`config.mk`:
```
export PLATFORM = sky130hd
export DESIGN_NAME = bus_cycle_responder
export DESIGN_NICKNAME = d
export VERILOG_FILES = /design/src/rtl/bus_cycle_responder.sv
export SDC_FILE = /design/constraint.sdc
export NUM_CORES = 1
export LEC_CHECK = 0
export ABC_AREA = 1
export ABC_CLOCK_PERIOD_IN_PS = 4600
export CORE_UTILIZATION = 50
export CTS_CLUSTER_DIAMETER = 80
export CTS_CLUSTER_SIZE = 30
export DETAILED_ROUTE_END_ITERATION = 7
export PLACE_DENSITY = 0.81
export SLEW_MARGIN = 10
export SYNTH_ARGS = -nofsm -noshare
export SYNTH_HDL_FRONTEND = slang
export SYNTH_SLANG_ARGS = --single-unit
```
`constraint.sdc`:
```
create_clock -name clock -period 4.6 [get_ports clock]
set_clock_uncertainty 0.2 [all_clocks]
set_input_delay 0.92 -clock clock [delete_from_list [all_inputs] [get_ports clock]]
set_output_delay 0.92 -clock clock [all_outputs]
set_load 0.005 [all_outputs]
```
`src/rtl/bus_cycle_responder.sv`:
```
//------------------------------------------------------------------------------
// bus_cycle_responder
//
// Slave-side terminator for 68030 asynchronous bus cycles. The CPU opens a
// cycle with n_as/n_ds. This block decodes addr[31:24] into a region and
// drives that region's chip select and read/write strobes. It then counts
// the region's wait states and ends the cycle with n_dsack (which carries the
// port size) or with n_berr. It sits in the core glue logic between the CPU
// bus and the ROM, the on-board I/O and the expansion slots.
//
// Regions:
//   ROM  - addr == ROM_BASE, 32-bit port, cacheable,    n_dsack = 2'b00
//   IO   - addr == IO_BASE,   8-bit port, cache-inhib.,  n_dsack = 2'b10
//   EXP  - addr == EXP_BASE, 16-bit port, cache-inhib.,  n_dsack = 2'b01,
//          stretched by n_waite and can be failed with n_berre
//   NONE - any other address, terminated with n_berr
//
// Optional build macro: BUS_TIMEOUT_EN
//   defined   - a cycle-age counter counts the cycles spent in WAIT. When it
//               reaches TIMEOUT the cycle ends with a bus error. This covers
//               unmapped addresses and expansion cards that hold n_waite
//               forever.
//   undefined - unmapped addresses get a bus error on the first WAIT cycle,
//               and the expansion region waits on n_waite indefinitely.
//
// Ports:
//   clock     in   system clock
//   n_reset   in   synchronous active-low reset
//   n_as      in   CPU address strobe (asynchronous, active-low)
//   n_ds      in   CPU data strobe (asynchronous, active-low)
//   rn_w      in   1 = read, 0 = write (stable while n_as is low)
//   addr      in   CPU addr[31:24] (stable while n_as is low)
//   fc        in   CPU function code; 3'b111 = CPU space, not answered
//   n_waite   in   expansion wait request (asynchronous, active-low)
//   n_berre   in   expansion bus error (asynchronous, active-low)
//   n_dsack   out  cycle termination / port size, active-low, registered
//   n_berr    out  bus error, active-low, registered
//   n_ciin    out  cache inhibit, active-low, registered
//   n_rom     out  ROM chip select, active-low, registered
//   n_io      out  I/O chip select, active-low, registered
//   n_exp     out  expansion chip select, active-low, registered
//   n_read    out  read strobe for I/O and expansion, active-low, registered
//   n_write   out  write strobe for I/O and expansion, active-low, registered
//------------------------------------------------------------------------------
module bus_cycle_responder #(
   parameter logic [7:0]  ROM_BASE = 8'h00,
   parameter logic [7:0]  IO_BASE  = 8'h80,
   parameter logic [7:0]  EXP_BASE = 8'h90,
   parameter int unsigned ROM_WAIT = 2,
   parameter int unsigned IO_WAIT  = 4,
   parameter int unsigned EXP_WAIT = 1,
   parameter int unsigned TIMEOUT  = 255
) (
   input  logic       clock,
   input  logic       n_reset,
   input  logic       n_as,
   input  logic       n_ds,
   input  logic       rn_w,
   input  logic [7:0] addr,
   input  logic [2:0] fc,
   input  logic       n_waite,
   input  logic       n_berre,
   output logic [1:0] n_dsack,
   output logic       n_berr,
   output logic       n_ciin,
   output logic       n_rom,
   output logic       n_io,
   output logic       n_exp,
   output logic       n_read,
   output logic       n_write
);

   //---------------------------------------------------------------------------
   // Encodings
   //---------------------------------------------------------------------------
   localparam logic [2:0] ST_IDLE    = 3'd0;
   localparam logic [2:0] ST_WAIT    = 3'd1;
   localparam logic [2:0] ST_ACK     = 3'd2;
   localparam logic [2:0] ST_BERR    = 3'd3;
   localparam logic [2:0] ST_RELEASE = 3'd4;

   localparam logic [1:0] RG_NONE = 2'd0;
   localparam logic [1:0] RG_ROM  = 2'd1;
   localparam logic [1:0] RG_IO   = 2'd2;
   localparam logic [1:0] RG_EXP  = 2'd3;

   localparam logic [2:0] FC_CPU_SPACE = 3'b111;

   // The wait counter only has to hold the largest per-region wait value.
   localparam int unsigned MAX_WAIT = (ROM_WAIT > IO_WAIT)
                                    ? ((ROM_WAIT > EXP_WAIT) ? ROM_WAIT : EXP_WAIT)
                                    : ((IO_WAIT  > EXP_WAIT) ? IO_WAIT  : EXP_WAIT);
   localparam int unsigned WAIT_W   = (MAX_WAIT < 1) ? 1 : $clog2(MAX_WAIT + 1);

   //---------------------------------------------------------------------------
   // Region helpers
   //---------------------------------------------------------------------------
   function automatic logic [1:0] decode_region(input logic [7:0] a);
      logic [1:0] rg;
      rg = RG_NONE;
      if (a == ROM_BASE) begin
         rg = RG_ROM;
      end else if (a == IO_BASE) begin
         rg = RG_IO;
      end else if (a == EXP_BASE) begin
         rg = RG_EXP;
      end
      return rg;
   endfunction

   function automatic logic [WAIT_W-1:0] region_wait(input logic [1:0] rg);
      logic [WAIT_W-1:0] w;
      case (rg)
         RG_ROM:  w = WAIT_W'(ROM_WAIT);
         RG_IO:   w = WAIT_W'(IO_WAIT);
         RG_EXP:  w = WAIT_W'(EXP_WAIT);
         default: w = '0;
      endcase
      return w;
   endfunction

   //---------------------------------------------------------------------------
   // Input synchronisers (two flops each)
   //---------------------------------------------------------------------------
   logic [1:0] as_sync_q;
   logic [1:0] ds_sync_q;
   logic [1:0] waite_sync_q;
   logic [1:0] berre_sync_q;
   logic       as_s;
   logic       ds_s;
   logic       waite_s;
   logic       berre_s;

   // NOTE: The synchronisers are deliberately left out of the reset. If reset
   // loaded them with "negated", RELEASE would see a false as_s high just
   // after reset. It would then answer the cycle that was cut off.
   always_ff @(posedge clock) begin
      as_sync_q    <= {as_sync_q[0],    n_as};
      ds_sync_q    <= {ds_sync_q[0],    n_ds};
      waite_sync_q <= {waite_sync_q[0], n_waite};
      berre_sync_q <= {berre_sync_q[0], n_berre};
   end

   assign as_s    = as_sync_q[1];
   assign ds_s    = ds_sync_q[1];
   assign waite_s = waite_sync_q[1];
   assign berre_s = berre_sync_q[1];

   //---------------------------------------------------------------------------
   // Cycle state
   //---------------------------------------------------------------------------
   logic [2:0]        state_q,    state_d;
   logic [1:0]        region_q,   region_d;
   logic [WAIT_W-1:0] wait_cnt_q, wait_cnt_d;

   // force_berr ends a WAIT cycle with a bus error that no expansion card
   // asked for.
   logic force_berr;

`ifdef BUS_TIMEOUT_EN
   localparam int unsigned AGE_W = (TIMEOUT < 1) ? 1 : $clog2(TIMEOUT + 1);

   logic [AGE_W-1:0] age_q, age_d;

   // Holding the counter at zero for all of IDLE clears it on IDLE exit.
   always_comb begin
      age_d = age_q;
      if (state_q == ST_IDLE) begin
         age_d = '0;
      end else if (state_q == ST_WAIT) begin
         age_d = age_q + AGE_W'(1);
      end
   end

   always_ff @(posedge clock) begin
      if (!n_reset) begin
         age_q <= '0;
      end else begin
         age_q <= age_d;
      end
   end

   assign force_berr = (age_q == AGE_W'(TIMEOUT));
`else
   localparam int unsigned UNUSED_TIMEOUT = TIMEOUT;

   // Without a timeout, an unmapped address can only be ended by a bus error
   // at once.
   assign force_berr = (region_q == RG_NONE);
`endif

   // NOTE: Every signal in this block is given a default first. This keeps
   // synthesis from inferring a latch for any state/region/counter path that
   // the case statement leaves unassigned.
   always_comb begin
      state_d    = state_q;
      region_d   = region_q;
      wait_cnt_d = wait_cnt_q;

      case (state_q)
         ST_IDLE: begin
            if (!as_s && (fc != FC_CPU_SPACE)) begin
               region_d   = decode_region(addr);
               wait_cnt_d = region_wait(region_d);
               state_d    = ST_WAIT;
            end
         end

         ST_WAIT: begin
            if (as_s) begin
               // The CPU gave up on the cycle. Drop it without a termination.
               state_d = ST_IDLE;
            end else if ((region_q == RG_EXP) && !berre_s) begin
               state_d = ST_BERR;
            end else if (force_berr) begin
               state_d = ST_BERR;
            end else if (wait_cnt_q != '0) begin
               wait_cnt_d = wait_cnt_q - WAIT_W'(1);
            end else if ((region_q != RG_NONE) &&
                         ((region_q != RG_EXP) || waite_s)) begin
               state_d = ST_ACK;
            end
         end

         ST_ACK, ST_BERR, ST_RELEASE: begin
            if (as_s) begin
               state_d = ST_IDLE;
            end
         end

         default: begin
            state_d = ST_RELEASE;
         end
      endcase
   end

   //---------------------------------------------------------------------------
   // Output decode. The outputs are computed from the next state so that
   // they change on the same edge as the state register.
   //---------------------------------------------------------------------------
   logic [1:0] n_dsack_q, n_dsack_d;
   logic       n_berr_q,  n_berr_d;
   logic       n_ciin_q,  n_ciin_d;
   logic       n_rom_q,   n_rom_d;
   logic       n_io_q,    n_io_d;
   logic       n_exp_q,   n_exp_d;
   logic       n_read_q,  n_read_d;
   logic       n_write_q, n_write_d;
   logic       in_cycle;
   logic       strobe_en;

   always_comb begin
      in_cycle  = (state_d == ST_WAIT) || (state_d == ST_ACK) ||
                  (state_d == ST_BERR);
      // ROM has no strobes of its own; it decodes straight from its chip
      // select.
      strobe_en = ((state_d == ST_WAIT) || (state_d == ST_ACK)) &&
                  ((region_d == RG_IO) || (region_d == RG_EXP)) && !ds_s;

      n_rom_d   = !(in_cycle && (region_d == RG_ROM));
      n_io_d    = !(in_cycle && (region_d == RG_IO));
      n_exp_d   = !(in_cycle && (region_d == RG_EXP));
      n_ciin_d  = !(in_cycle && (region_d != RG_ROM));
      n_read_d  = !(strobe_en &&  rn_w);
      n_write_d = !(strobe_en && !rn_w);
      n_berr_d  = (state_d != ST_BERR);

      n_dsack_d = 2'b11;
      if (state_d == ST_ACK) begin
         case (region_d)
            RG_ROM:  n_dsack_d = 2'b00;
            RG_IO:   n_dsack_d = 2'b10;
            RG_EXP:  n_dsack_d = 2'b01;
            default: n_dsack_d = 2'b11;
         endcase
      end
   end

   //---------------------------------------------------------------------------
   // Registers
   //---------------------------------------------------------------------------
   // NOTE: The sequential state uses non-blocking assignments. This way every
   // flop samples the values from before the edge, whatever the order the
   // statements are written in.
   always_ff @(posedge clock) begin
      if (!n_reset) begin
         // RELEASE makes a reset that lands mid-cycle skip the rest of it.
         state_q    <= ST_RELEASE;
         region_q   <= RG_NONE;
         wait_cnt_q <= '0;
         n_dsack_q  <= 2'b11;
         n_berr_q   <= 1'b1;
         n_ciin_q   <= 1'b1;
         n_rom_q    <= 1'b1;
         n_io_q     <= 1'b1;
         n_exp_q    <= 1'b1;
         n_read_q   <= 1'b1;
         n_write_q  <= 1'b1;
      end else begin
         state_q    <= state_d;
         region_q   <= region_d;
         wait_cnt_q <= wait_cnt_d;
         n_dsack_q  <= n_dsack_d;
         n_berr_q   <= n_berr_d;
         n_ciin_q   <= n_ciin_d;
         n_rom_q    <= n_rom_d;
         n_io_q     <= n_io_d;
         n_exp_q    <= n_exp_d;
         n_read_q   <= n_read_d;
         n_write_q  <= n_write_d;
      end
   end

   assign n_dsack = n_dsack_q;
   assign n_berr  = n_berr_q;
   assign n_ciin  = n_ciin_q;
   assign n_rom   = n_rom_q;
   assign n_io    = n_io_q;
   assign n_exp   = n_exp_q;
   assign n_read  = n_read_q;
   assign n_write = n_write_q;

endmodule

```
==> results.json, run 1 <==
{
  "ys_top_cells_by_area": "dfxtp_1 47%, nand2_1 11%, ha_1 7.1%, inv_1 6.7%, nor2_1 5.3%",
  "cp_slowest_cell": "clkdlybuf4s50_1",
  "wl_um": 1852,
  "start_util_pct": 53.54,
  "fin_hold_ws_ns": 0.1439,
  "cts_buffers": 3,
  "die-area_um2": 2310,
  "setup_viol": 0,
  "antenna_cells": 0,
  "grt_pass1_wl_um": 2904,
  "post_cts_resized": 0,
  "power.leakage_uw": 0.0006305,
  "fmax_ghz": 0.3668,
  "clockBufferDepth": 2,
  "synth_edf_count": 0,
  "cp_max_fo": 4,
  "power_frac_seq_pct": 59.0,
  "antenna_found_initial": 0,
  "drv_cap": 0,
  "cts-root-buf": "clkbuf_4",
  "syn_to_final_growth_pct": 30.54,
  "drt_iter0_drc": 14,
  "post_dp_cell_area_um2": 1355,
  "slew_violations": 0,
  "cts.clk_slew.worst_paths_ns": 0.14,
  "finalCritPeriodShare_pct": 59.26,
  "synth_top_area_share_pct": 47.17,
  "sw_frac_of_total_pct": 25.92,
  "worstMarginPinSlew_ns": 0.3782,
  "crit_path_end_kind": "register",
  "die_y_um": 48.07,
  "placeableCoreArea_um2": 1982,
  "syn_inst": 134,
  "yosysWarnings": 0,
  "wire_per_inst_um": 9.696,
  "mappedNetlistArea_um2": 1061,
  "grt_setup_unrepaired": "no",
  "syn_avg_cell_area_um2": 7.918,
  "nets": 189,
  "power.internal_uw": 288.5,
  "finalHoldViolCount": 0,
  "gp_congestion": 0.7980,
  "fin_ws_ns": 1.874,
  "grt_overflow": 0,
  "hpwl_um": 1561,
  "synth_cell_types": 24,
  "clk-insertion-delay-late_ns": 0.31,
  "p_comb_share_pct": 15.4,
  "cts.sinks": 25,
  "row_count": 16,
  "synth-main-ff-cell": "dfxtp_1",
  "rrSetupSlack_ns": 2.60,
  "ir_drop_uv": 268.0,
  "io_buffers": 26,
  "final_layout_size_suffix_gt1_share_pct": 10.98,
  "synth_area_leader_cell": "dfxtp_1",
  "post_cts_buffers": 0,
  "io_pins": 27,
  "crit_chain": "clkdlybuf4s50_1 -> or2_1 -> nor4_1 -> nor2_1 -> nand2_1 -> o21ai_2 -> inv_1 -> ha_1 -> o21bai_1 -> a21oi_1 -> nand3_1",
  "grtUsageTotal_pct": 17.92,
  "hold_buffers": 0,
  "drc": 0,
  "hold_path_class": "register to register",
  "status": "finished, final reports clean",
  "synth_nets": 158,
  "postRouteAntennaNets": 0,
  "arrival_ns": 2.74,
  "maxSlewHeadroom_pct": 74.55,
  "post-place-ws_ns": 1.526,
  "cpPeakStageDelay_ns": 0.41,
  "htreeDepth": 1,
  "critical_path_class": "input port to register",
  "grt_max_degree": 16,
  "drtPass1Iterations": 4,
  "required_ns": 4.61,
  "grt_pass1_vias": 735,
  "tns_ns": 0,
  "die_w_um": 48.07,
  "synth-seq-cells": 25,
  "async_flop_share_pct": 0,
  "start_kind": "input port",
  "num_vias": 899,
  "p_clk_share_pct": 25.5,
  "p_sw_uw": 100.9,
  "yosysSeqAreaShare_pct": 47.17,
  "stdcell_area_um2": 1385,
  "post-route-min-period_ns": 2.726,
  "power_density_nw_per_um2": 281.1,
  "cts_tree": "yes",
  "vias_per_cell": 4.707
}
-- through the flow --
step	instances	util (%)	total power, µW
global placement	187	68.37	292.6
finish	191	69.89	389.4
global route	191	69.89	414.7
detailed placement	187	68.37	294.7
CTS	191	69.89	394.4
floorplan	134	-	269.8
-- layer usage --
metal	vias to the layer above	share of wire, %	routed length [µm]	track usage (%)
met4	0	0.49	9	3.333
met1	397	47	865	23.04
met3	2	4.9	91	4.528
li1	474	-	-	-
met2	26	48	885	30.54
met5	-	0	0	0
-- registers in the layout (all words and copies together), names as in the netlist, 2 cells and up --
register and flops:
berre_sync_q 2, waite_sync_q 2, state_q 3, region_q 2
n_dsack 2, ds_sync_q 2, as_sync_q 2, wait_cnt_q 3
-- layout make-up --
class | instances | area (µm²)
inverter | 22 | 82.58
tap | 27 | 33.78
sequential | 25 | 500.5
clock buffer | 3 | 22.52
timing repair buffer | 26 | 260.3
multi-input combinational | 87 | 478.0
clock inverter | 1 | 7.507
fill | 151 | 596.8
-- power groups by stage --
| stage | sequential [µW] | combinational (µW) | clock, µW |
|---|---|---|---|
| floorplan | 234 | 35.9 | 0 |
| global placement | 234 | 58.2 | 0 |
| detailed placement | 235 | 59.9 | 0 |
| CTS | 230 | 60.3 | 104 |
| global route | 231 | 68.6 | 115 |
| finish | 230 | 60.1 | 99.5 |
-- worst max-delay path, delay by kind of cell --
| family | cells | cell delay [ns] |
|---|---|---|
| buffers and inverters | 2 | 0.50 |
| and+or+nand+nor | 5 | 0.83 |
| AOI/OAI and AO/OA | 3 | 0.30 |
| adders and majority gates | 1 | 0.17 |
-- kinds of logic (layout without fill, tap and decap cells) --
kind of cell	count (synthesis)	in the layout	synth area share, %
and+or+nand+nor	64	64	27.24
adders and majority gates	6	6	7.075
xor gates and xnor gates	1	1	0.8256
AOI/OAI and AO/OA	16	16	9.907
buffers and inverters	22	52	7.783
DFF	25	25	47.17
-- worst paths after layout --
check,from,end,depth (start not counted)
hold reg to reg,ds_sync_q[0],ds_sync_q[1],0
hold / removal,ds_sync_q[0],ds_sync_q[1],0
setup / recovery,addr[4],n_read,11
setup reg to reg,state_q[1],n_read,11
-- Yosys cell counts (all sizes together), types with 2 or more instances --
master / number
a21oi: 3
dfxtp: 25
ha: 6
inv: 22
nand2: 35
nand3: 6
nor2: 18
nor3: 2
o21ai: 10
-- cell usage in the layout, fill, tap and decap left out, drive strengths merged --
master	count
a21oi	3
or2	1
inv	22
o21a	1
dfxtp	25
nor2	18
nor4	1
nor3b	1
a31oi	1
nor3	2
clkdlybuf4s50	26
nand3	6
o21bai	1
xnor2	1
ha	6
o21ai	10
clkbuf	3
clkinvlp	1
nand2	35
Power figures use the tool's default switching activity.
==> inputs of run 2 (changes only) <==
--- a/config.mk
+++ b/config.mk
@@ -6,12 +6,13 @@
 export NUM_CORES = 1
 export LEC_CHECK = 0
 export ABC_AREA = 1
-export ABC_CLOCK_PERIOD_IN_PS = 4600
-export CORE_UTILIZATION = 50
+export ABC_CLOCK_PERIOD_IN_PS = 2400
+export CORE_ASPECT_RATIO = 1.75
+export CORE_UTILIZATION = 42
 export CTS_CLUSTER_DIAMETER = 80
 export CTS_CLUSTER_SIZE = 30
 export DETAILED_ROUTE_END_ITERATION = 7
-export PLACE_DENSITY = 0.81
+export PLACE_DENSITY = 0.73
 export SLEW_MARGIN = 10
 export SYNTH_ARGS = -nofsm -noshare
 export SYNTH_HDL_FRONTEND = slang
==> constraint.sdc (replaced) <==
create_clock -name clock -period 2.4 [get_ports clock]
set_clock_uncertainty 0.2 [all_clocks]
set_input_delay 0.48 -clock clock [delete_from_list [all_inputs] [get_ports clock]]
set_output_delay 0.48 -clock clock [all_outputs]
set_load 0.005 [all_outputs]
==> run 2 against run 1 <==
Routed wire length rose by 13%. Design area rose by 7.4%. Clock power up 150%. Sequential share of layout area shrank 2.5 points. Count of clock-buffer cells in the layout did not move. Flip-flop and latch count unchanged. Core utilization fell by 6.1 points. Register-to-register slack got worse by 2.2 ns. Via count increased by 5.2%. Worst hold slack worse by 0.012 ns. Combinational power rose by 120%. Die area rose by 19%. Critical endpoint unchanged. Highest routed layer unchanged.
==> results.json, run 2 (synthesis results as in run 1) <==
{
  "status": "finished, final reports clean",
  "clk-insertion-delay-late_ns": 0.27,
  "stdcell_area_um2": 1488,
  "whs_path_depth": 0,
  "arrival_ns": 2.22,
  "power_density_nw_per_um2": 551.3,
  "maxSlewHeadroom_pct": 80.28,
  "die_w_um": 40.00,
  "holdPathEnd": "as_sync_q[1]",
  "r2r-start": "state_q[1]",
  "drt_iter0_drc": 14,
  "grt_pass1_vias": 868,
  "start_kind": "input port",
  "vias_per_cell": 4.802,
  "r2r_end": "n_read",
  "wl_um": 2098,
  "reg_top3": "state_q (3), wait_cnt_q (3)",
  "placeableCoreArea_um2": 2331,
  "io_pins": 27,
  "grt_pass1_wl_um": 3201,
  "crit_buf_inv": 2,
  "post-route-min-period_ns": 2.262,
  "hold_path_class": "register to register",
  "clockBufferDepth": 2,
  "die_y_um": 68.49,
  "cp_max_fo": 4,
  "cp_slowest_cell": "clkdlybuf4s50_1",
  "required_ns": 2.36,
  "cts_buffers": 3,
  "cts-root-buf": "clkbuf_8",
  "start_util_pct": 45.52,
  "fmax_ghz": 0.4420,
  "rrSetupSlack_ns": 0.45,
  "cts.sinks": 25,
  "grtUsageTotal_pct": 17.02,
  "final_common_cell": "nand2_1",
  "drv_cap": 0,
  "io_buffers": 26,
  "antenna_cells": 0,
  "cts.clk_slew.worst_paths_ns": 0.08,
  "die-area_um2": 2739,
  "post-place-ws_ns": -0.2155,
  "hold_buffers": 0,
  "post_dp_cell_area_um2": 1413,
  "crit_path_end_kind": "register",
  "ir_drop_uv": 492.7,
  "finalCritPeriodShare_pct": 94.27,
  "drc": 0,
  "antenna_found_initial": 0,
  "final_layout_size_suffix_gt1_share_pct": 17.44,
  "syn_to_final_growth_pct": 40.21,
  "power.leakage_uw": 0.0006880,
  "worstRegToRegCells": 11,
  "wire_per_inst_um": 10.65,
  "worstMarginPinSlew_ns": 0.2928,
  "crit_family": "simple AND/OR/NAND/NOR gates",
  "setup_viol": 0,
  "grt_overflow": 0,
  "nets": 197,
  "num_vias": 946,
  "slew_violations": 0,
  "critical_path_class": "input port to register",
  "row_count": 23,
  "gp_congestion": 0.7598,
  "finalHoldViolCount": 0,
  "cts_tree": "yes",
  "drtPass1Iterations": 4,
  "cpPeakStageDelay_ns": 0.42,
  "hold_start": "as_sync_q[0]",
  "most-common-layout-cells": "30 x nand2_1, 26 x clkdlybuf4s50_1, 25 x dfxtp_1",
  "postRouteAntennaNets": 0,
  "hpwl_um": 1664,
  "fin_ws_ns": 0.1376,
  "crit_chain": "clkdlybuf4s50_1 -> or2_1 -> nor4_4 -> nor2_1 -> nand2_1 -> o21ai_2 -> inv_1 -> ha_1 -> o21bai_1 -> a21oi_2 -> nand3_1",
  "grt_max_degree": 15,
  "htreeDepth": 1
}
[run 2: final cells by class]
cell class | count | area (µm²)
Inverter | 22 | 82.58
Sequential cell | 25 | 500.5
Timing Repair Buffer | 34 | 320.3
Tap cell | 25 | 31.28
Fill cell | 213 | 843.3
Multi-Input combinational cell | 87 | 506.7
Clock buffer | 3 | 41.29
Clock inverter | 1 | 5.005
[run 2: repair_timing]
item / 4_1_cts / 5_1_grt
setup endpoints to repair: 0 / 3
resized for setup: 0 / 5
buffers inserted: 0 / 0
[run 2: worst max-delay path by stage]
stage | from | end | slack [ns] | cells after the start
global placement | addr[4] | n_write | -0.15 | 11
CTS | addr[4] | n_read | 0.07 | 11
detailed placement | addr[4] | n_read | -0.22 | 11
global route | addr[5] | n_write | -0.03 | 11
finish | addr[5] | n_read | 0.14 | 11
floorplan | addr[4] | n_read | 0.40 | 10
[run 2: power by group]
part           internal [µW]  total, µW  switching (µW)
registers                431        440            8.31
logic                   68.1        132            64.3
clock network            116        248             132
[run 2: through the flow]
step / hold WS [ns] / setup TNS, ns / power, µW / instances / utilization [%]
2_1_floorplan: 0.1096 / 0 / 517.1 / 134 / -
3_3_place_gp: 0.1113 / -0.3854 / 573.2 / 193 / 60.60
3_5_place_dp: 0.1154 / -0.6002 / 578.7 / 193 / 60.60
4_1_cts: 0.1351 / 0 / 821.9 / 197 / 62.59
5_1_grt: 0.1393 / -0.05333 / 852.4 / 197 / 63.82
6_report: 0.1317 / 0 / 820.1 / 197 / 63.82
[run 2: worst reg2reg max path: cells and delay by family (launching register included)]
kind	cells	cell delay (ns)
buffers and inverters	1	0.07
and+or+nand+nor	6	0.61
DFF	1	0.35
adders and majority gates	1	0.24
AOI/OAI and AO/OA	3	0.36
[run 2: routing by layer]
| layer | vias up | global-route usage [%] | wire length [µm] | share of wire, % |
|---|---|---|---|---|
| met5 | - | 0 | 0 | 0 |
| met4 | 0 | 10.34 | 50 | 2.4 |
| met3 | 5 | 1.923 | 53 | 2.5 |
| met2 | 17 | 32.66 | 1158 | 55 |
| met1 | 436 | 15.35 | 836 | 40 |
| li1 | 488 | - | - | - |
